[src/rtl/efpga_mac_pipe.sv]
`default_nettype none
// ============================================================================
// Module   : efpga_mac_pipe
// Brief    : Pipelined multiply-accumulate with sticky overflow flag.
//            Define EFPGA_MAC_SATURATE_EN to saturate instead of wrapping.
// Revision : 1.0 - initial release
// ============================================================================
module efpga_mac_pipe #(
  parameter int A_WIDTH     = 18,
  parameter int B_WIDTH     = 18,
  parameter int ACC_WIDTH   = 48,
  parameter int A_SIGNED    = 1,
  parameter int B_SIGNED    = 1,
  parameter int PIPE_STAGES = 2
) (
  input  logic                 clk,
  input  logic                 resetn,
  input  logic                 in_valid,
  input  logic [A_WIDTH-1:0]   a,
  input  logic [B_WIDTH-1:0]   b,
  input  logic                 acc_clear,
  input  logic                 acc_en,
  output logic                 out_valid,
  output logic [ACC_WIDTH-1:0] y,
  output logic                 ovf
);

  localparam bit c_acc_signed = (A_SIGNED != 0) || (B_SIGNED != 0);

  logic                 r_s1_valid, r_s1_clr, r_s1_en;
  logic [A_WIDTH-1:0]   r_s1_a;
  logic [B_WIDTH-1:0]   r_s1_b;
  logic [ACC_WIDTH-1:0] w_a_ext, w_b_ext, w_prod;

  always_ff @(posedge clk or negedge resetn) begin
    if (!resetn) begin
      r_s1_valid <= 1'b0;
      r_s1_clr   <= 1'b0;
      r_s1_en    <= 1'b0;
      r_s1_a     <= '0;
      r_s1_b     <= '0;
    end else begin
      r_s1_valid <= in_valid;
      r_s1_clr   <= acc_clear;
      r_s1_en    <= acc_en;
      r_s1_a     <= a;
      r_s1_b     <= b;
    end
  end

  // Extending both operands to the full width keeps the truncated product exact.
  assign w_a_ext = (A_SIGNED != 0) ? {{(ACC_WIDTH-A_WIDTH){r_s1_a[A_WIDTH-1]}}, r_s1_a}
                                   : {{(ACC_WIDTH-A_WIDTH){1'b0}}, r_s1_a};
  assign w_b_ext = (B_SIGNED != 0) ? {{(ACC_WIDTH-B_WIDTH){r_s1_b[B_WIDTH-1]}}, r_s1_b}
                                   : {{(ACC_WIDTH-B_WIDTH){1'b0}}, r_s1_b};
  assign w_prod  = w_a_ext * w_b_ext;

  logic [ACC_WIDTH-1:0] w_pipe_prod  [PIPE_STAGES];
  logic                 w_pipe_valid [PIPE_STAGES];
  logic                 w_pipe_clr   [PIPE_STAGES];
  logic                 w_pipe_en    [PIPE_STAGES];

  assign w_pipe_prod[0]  = w_prod;
  assign w_pipe_valid[0] = r_s1_valid;
  assign w_pipe_clr[0]   = r_s1_clr;
  assign w_pipe_en[0]    = r_s1_en;

  generate
    for (genvar i = 1; i < PIPE_STAGES; i++) begin : g_pipe
      logic [ACC_WIDTH-1:0] r_prod;
      logic                 r_valid, r_clr, r_en;

      always_ff @(posedge clk or negedge resetn) begin
        if (!resetn) begin
          r_prod  <= '0;
          r_valid <= 1'b0;
          r_clr   <= 1'b0;
          r_en    <= 1'b0;
        end else begin
          r_prod  <= w_pipe_prod[i-1];
          r_valid <= w_pipe_valid[i-1];
          r_clr   <= w_pipe_clr[i-1];
          r_en    <= w_pipe_en[i-1];
        end
      end

      assign w_pipe_prod[i]  = r_prod;
      assign w_pipe_valid[i] = r_valid;
      assign w_pipe_clr[i]   = r_clr;
      assign w_pipe_en[i]    = r_en;
    end
  endgenerate

  logic [ACC_WIDTH-1:0] w_st_prod, w_sum, w_acc_next;
  logic                 w_st_valid, w_st_clr, w_st_en, w_carry, w_acc_ovf;
  logic [ACC_WIDTH-1:0] r_acc;
  logic                 r_ovf, r_out_valid;

  assign w_st_prod  = w_pipe_prod[PIPE_STAGES-1];
  assign w_st_valid = w_pipe_valid[PIPE_STAGES-1];
  assign w_st_clr   = w_pipe_clr[PIPE_STAGES-1];
  assign w_st_en    = w_pipe_en[PIPE_STAGES-1];

  assign {w_carry, w_sum} = {1'b0, r_acc} + {1'b0, w_st_prod};
  assign w_acc_ovf = c_acc_signed
                   ? ((r_acc[ACC_WIDTH-1] == w_st_prod[ACC_WIDTH-1]) &&
                      (w_sum[ACC_WIDTH-1] != r_acc[ACC_WIDTH-1]))
                   : w_carry;

`ifdef EFPGA_MAC_SATURATE_EN
  // On signed overflow both addends share a sign, which is the true result's sign.
  logic [ACC_WIDTH-1:0] w_sat;
  assign w_sat = !c_acc_signed        ? {ACC_WIDTH{1'b1}} :
                 r_acc[ACC_WIDTH-1]   ? {1'b1, {(ACC_WIDTH-1){1'b0}}} :
                                        {1'b0, {(ACC_WIDTH-1){1'b1}}};
  assign w_acc_next = w_acc_ovf ? w_sat : w_sum;
`else
  assign w_acc_next = w_sum;
`endif

  always_ff @(posedge clk or negedge resetn) begin
    if (!resetn) begin
      r_out_valid <= 1'b0;
      r_acc       <= '0;
      r_ovf       <= 1'b0;
    end else begin
      r_out_valid <= w_st_valid;
      if (w_st_valid) begin
        if (w_st_clr) begin
          r_acc <= w_st_prod;
          r_ovf <= 1'b0;
        end else if (w_st_en) begin
          r_acc <= w_acc_next;
          if (w_acc_ovf) r_ovf <= 1'b1;
        end else begin
          r_acc <= w_st_prod;
        end
      end
    end
  end

  assign out_valid = r_out_valid;
  assign y         = r_acc;
  assign ovf       = r_ovf;

endmodule
`default_nettype wire

[config.mk]
export PLATFORM = sky130hd
export DESIGN_NAME = efpga_mac_pipe
export DESIGN_NICKNAME = d
export VERILOG_FILES = /design/src/rtl/efpga_mac_pipe.sv
export SDC_FILE = /design/constraint.sdc
export NUM_CORES = 1
export LEC_CHECK = 0
export ABC_AREA = 1
export CORE_ASPECT_RATIO = 0.8
export CORE_MARGIN = 3
export CORE_UTILIZATION = 38
export DETAILED_ROUTE_END_ITERATION = 7
export PLACE_DENSITY = 0.64
export SYNTH_ARGS = -nofsm -noshare
export SYNTH_HDL_FRONTEND = slang
export SYNTH_SLANG_ARGS = --single-unit
[constraint.sdc]
create_clock -name clk -period 5.4 [get_ports clk]
set_clock_uncertainty 0.1 [all_clocks]
set_input_delay 1.08 -clock clk [delete_from_list [all_inputs] [get_ports clk]]
set_output_delay 1.08 -clock clk [all_outputs]
set_load 0.05 [all_outputs]
## Word-level counts from Yosys, hierarchy flattened

Cells that the tools add are included.

- Mux-type cells: 5
- Reduce and logical (&&, ||, !) cells: 4
- Add/subtract/negate cells: 1
- Eq/ne operators: 2
- $mul: 1

Operators with widths:

| cell | number |
|---|---|
| $mux 48 | 2 |
| $add 48x48->48 | 1 |
| $mul 18x18->36 | 1 |
| $reduce_bool 2->1 | 2 |
| $mux 1 | 3 |
| $reduce_and 3->1 | 1 |
| $eq 1x1->1 | 1 |
| $logic_and 1x1->1 | 1 |
| $ne 1x1->1 | 1 |

- Flip-flop bits (word level): 128
- Output and inout port bits: 50
- Bits of input ports: 41

## Logic depth before layout (Yosys ltp)

- Depth in word-level cells: 6
- Mapped depth: 27

## Worst setup path after synthesis

OpenSTA, ideal clock, no wires.

- Kind: flip-flop to flip-flop
- From: register r_s1_a[17]
- To: register g_pipe[1].r_prod[31]
- Path slack: -401 ps
- Arrival: 5578 ps
- Cell stages (with the launch flop): 22
- Library setup time: 123 ps
- Required time: 5177 ps
- Path buffers: 2
- Path through: dfrtp_1 clkbuf_1 clkbuf_1 nand2_1 fa_1 inv_1 fa_1 fa_1 fa_1 fa_1 inv_1 fa_1 inv_1 ha_1 nand2_1 nor2_1 inv_1 nor2_1 nand3_1 nand3_1 a21oi_1 xnor2_1

- Longest elaborated chain between the ends: 1

RTL lines:

| element | line | text |
|---|---|---|
| start: declaration | 31 | `logic [A_WIDTH-1:0] r_s1_a;` |
| start signal: assignment | 40 | `r_s1_a <= '0;` |
| start signal: assignment | 46 | `r_s1_a <= a;` |
| $mul 18x18->36 | 56 | `assign w_prod = w_a_ext * w_b_ext;` |
| via w_prod[31] | 33 | `logic [ACC_WIDTH-1:0] w_a_ext, w_b_ext, w_prod;` |
| end signal: assignment | 80 | `r_prod <= w_pipe_prod[i-1];` |
| end: declaration | 70 | `logic [ACC_WIDTH-1:0] r_prod;` |

The timed path passes the listed nets, and every way through them passes these cells.
A chain may end at the register's enable or synchronous reset.

## Worst setup path in the final report

- From: register r_s1_a[17]
- To: register g_pipe[1].r_prod[26]

Same word-level chain as after synthesis.

==> results.md <==
Timing:
- The headroom to the max-slew limit is 0.2738.
- The final worst slack is -0.03067 ns.
- The routed design could run at a clock period as short as 5.431 ns.
- At the pin with the least slew margin, the transition time is 1.089 ns.
- The final hold violation count is 0.
- The final period utilization is 1.006.
- The number of pins with negative max-slew slack in the final report is 0.
- The achievable clock frequency is 184.1 MHz.
- The count of endpoints failing setup in the final report is 7.
- Setup repair after global routing could not meet its margin everywhere.

Floorplan:
- The core region is 0.05439 mm2.
- The initial utilization of the core area, before any placement, comes to 0.3888.
- The die extent in x is 269.7 um.
- The floorplan has 76 rows.
- The area enclosed by the die boundary is 0.05853 mm2.
- The height of the die is 217.0 um.
- The number of placed I/O pins is 91.

Clock network:
- The cell sitting at the root of the clock tree is a clkbuf_16.
- The clock passes through at most 2 buffers.
- The CTS buffer count is 17.
- The hold-fix buffer count after cts is 0.
- The register clock-pin slew on the reported worst setup and hold paths is 0.06 ns.
- The H-tree depth is 4.
- TritonCTS built the clock tree.
- The number of clock sinks is 128.
- The clock reaches the later pin of the worst-skew pair after 0.46 ns.

Layout:
- The count of fill cells added during filler insertion is 5329.
- Of the cells placed in the final design, the portion with a size suffix greater than 1 is 0.1755.
- The final cell count without fillers is 3932.
- Compared with the post-synthesis result, the final layout area differs by 25.44%.
- In the layout the commonest cells are nand2_1 (831), inv_1 (755), fa_1 (303), buf_4 (203), nor2_1 (141).
- After the last flow step, the layout net total stands at 3691.
- The final design area excluding fillers is 0.02653 mm2.
- The most common library cell in the layout ignoring fill and taps is nand2_1.
- Across the whole layout, storage elements account for 0.003226 mm2.
- The footprint of the multi-input gates is 0.01558 mm2.
- The number of antenna diodes in the final layout is 0.

Setup path:
- The kind of critical path is reg2reg.
- The worst path required time is 5.67 ns.
- The worst-path cell with the longest stage delay is fa_2.
- In this run the worst path has a maximum fanout of 4.
- The worst setup path is captured at a flip-flop.
- The most frequent cell on the critical path is inv_2.
- The arrival time at the worst endpoint is 5.70 ns.
- The longest individual stage delay on the worst path is 0.61 ns.
- The worst setup path is launched from a flip-flop.

Synth:
- The synthesized netlist contains 37 unique library cells.
- The Yosys warning count is 0.
- The synthesized netlist cell count is 2912.
- The summed instance area of the synthesized netlist is 0.02115 mm2.
- The synthesized net count is 3423.
- The fraction of the yosys area taken by sequential cells is 0.1515.
- The number of storage elements in the synthesis netlist is 128.
- A synthesized cell averages 7.261 um2.

GRT:
- For this run the aggregate overflow at the end of global routing stands at 0.
- Entering global routing, the biggest net connects 67 pins.
- The initial antenna violation count is 0.
- The via count of the first global-routing pass is 17950.
- In the global route stage, overall resource usage came out at 0.2035.
- The global-route wire length before repair is 94.64 mm.

Job:
- Max-cap violations in this run came to 0.

Status:
- The checks that failed: setup timing.
- The flow ran to the end, but the final reports show violations.

Route:
- For this run, the detailed router's first-pass iteration total came to 5.
- Wires add up to 59.56 mm.
- The count of antenna-violating nets left after detailed routing is 0.
- The via count is 18026.
- After detailed routing, the average wire length per cell comes to 15.15 um.
- After the first detailed-routing iteration, the DRC count stood at 1423.
- In the routed layout, each cell is associated on average with a via count of 4.584.
- The final routed DRC violation total is 0.

Worst hold path:
- The worst min-delay path class is reg2reg.

Placed design:
- In this run the cell area measured after placement is 0.02432 mm2.
- Port buffering added 90 buffers.
- Detailed placement ended at an HPWL of 48.88 mm.
- The pre-CTS worst setup slack is -0.2848 ns.
- Routability-driven placement finished with a final weighted congestion of 0.9648.
- The number of placed instances, taps included, is 3845.
## synthesized netlist by cell type (all sizes together)
| master | count | area share |
|---|---|---|
| and3 | 1 | 0.00030 |
| a31oi | 3 | 0.00089 |
| dfrtp | 128 | 0.15 |
| nor4 | 2 | 0.00059 |
| fa | 330 | 0.31 |
| nand4 | 26 | 0.0077 |
| nor3 | 14 | 0.0047 |
| nor2 | 183 | 0.035 |
| nand2 | 878 | 0.16 |
| ha | 140 | 0.083 |
| clkbuf | 81 | 0.014 |
| a31o | 1 | 0.00041 |
| inv | 810 | 0.14 |
| xnor2 | 23 | 0.0095 |
| o21ai | 48 | 0.011 |
| nand3 | 79 | 0.020 |
| o21a | 1 | 0.00036 |
| o311ai | 1 | 0.00041 |
| a21boi | 2 | 0.00071 |
| a21o | 7 | 0.0025 |
| o211ai | 6 | 0.0021 |
| buf | 9 | 0.0020 |
| o21bai | 3 | 0.0011 |
| a21oi | 90 | 0.021 |
| clkinv | 4 | 0.00071 |
| or2 | 5 | 0.0015 |
| xor2 | 35 | 0.014 |
| nand3b | 1 | 0.00036 |
| o31ai | 1 | 0.00036 |
## worst max-delay path: cells and delay by family, from the launching register on
family                     cells  cell delay, ns
xor gates and xnor gates       1            0.13
adders and majority gates      7            3.17
buffers and inverters         10            0.71
DFF                            1            0.46
and+or+nand+nor                8            0.76
## layer usage
metal	global-route usage	vias up	routed length, um
li1	-	8920	-
met1	0.2929	8573	28330
met2	0.3255	464	26840
met3	0.03175	69	3261
met4	0.04373	0	1131
met5	0	-	0
## sequential cells by signal (all words and copies together), names as in the netlist
register        count
g_pipe.r_clr        1
g_pipe.r_en         1
g_pipe.r_prod      36
g_pipe.r_valid      1
out_valid           1
ovf                 1
r_s1_a             18
r_s1_b             18
r_s1_clr            1
r_s1_en             1
r_s1_valid          1
y                  48
## metrics by stage
| step | setup TNS [ns] | utilization | hold WS [ns] |
|---|---|---|---|
| 3_5_place_dp | -3.209 | 0.4471 | 0.2362 |
| 6_report | -0.1054 | 0.4877 | 0.2484 |
| 4_1_cts | -0.07472 | 0.4649 | 0.2508 |
| 3_3_place_gp | -2.385 | 0.4471 | 0.2340 |
| 5_1_grt | -2.948 | 0.4877 | 0.2642 |
| 2_1_floorplan | -0.006319 | - | 0.2312 |
## repair_timing
item,in CTS,in global routing
buffers inserted,8,47
setup endpoints to repair,20,22
cloned,0,2
gates resized for setup,71,242
pin swaps,19,120
## kinds of logic after synthesis
family	after synthesis	share of synthesized area
buffers and inverters	904	0.1608
AO/OA/AOI/OAI	163	0.04148
flip-flops	128	0.1515
AND/OR/NAND/NOR	1189	0.2269
XOR/XNOR	58	0.02402
adder cells (fa/ha/maj)	470	0.3953
## cell type report
class                           instances  share of cell area
Clock inverter                         12            0.005094
Clock buffer                           18             0.01656
Inverter                              814              0.1156
Multi-Input combinational cell       1880              0.5874
Timing Repair Buffer                  339              0.1189
Sequential cell                       128              0.1216
Tap cell                              741             0.03495
## path summary, 6_finish.rpt
| kind | end | slack, ns | from | cells past startpoint |
|---|---|---|---|---|
| setup / recovery | g_pipe[1].r_prod[26] | -0.03 | r_s1_a[17] | 26 |
| hold / removal | g_pipe[1].r_en | 0.25 | r_s1_en | 0 |
| setup reg to reg | g_pipe[1].r_prod[26] | -0.03 | r_s1_a[17] | 26 |
| hold reg to reg | g_pipe[1].r_en | 0.25 | r_s1_en | 0 |
| max in group asynchronous | r_s1_a[12] | 3.77 | resetn | 2 |
| min in group asynchronous | y[40] | 0.45 | resetn | 1 |
Power is left out: the tool's default activity adds up to more than one toggle a clock period on the data nets, which glitch-free logic cannot reach.
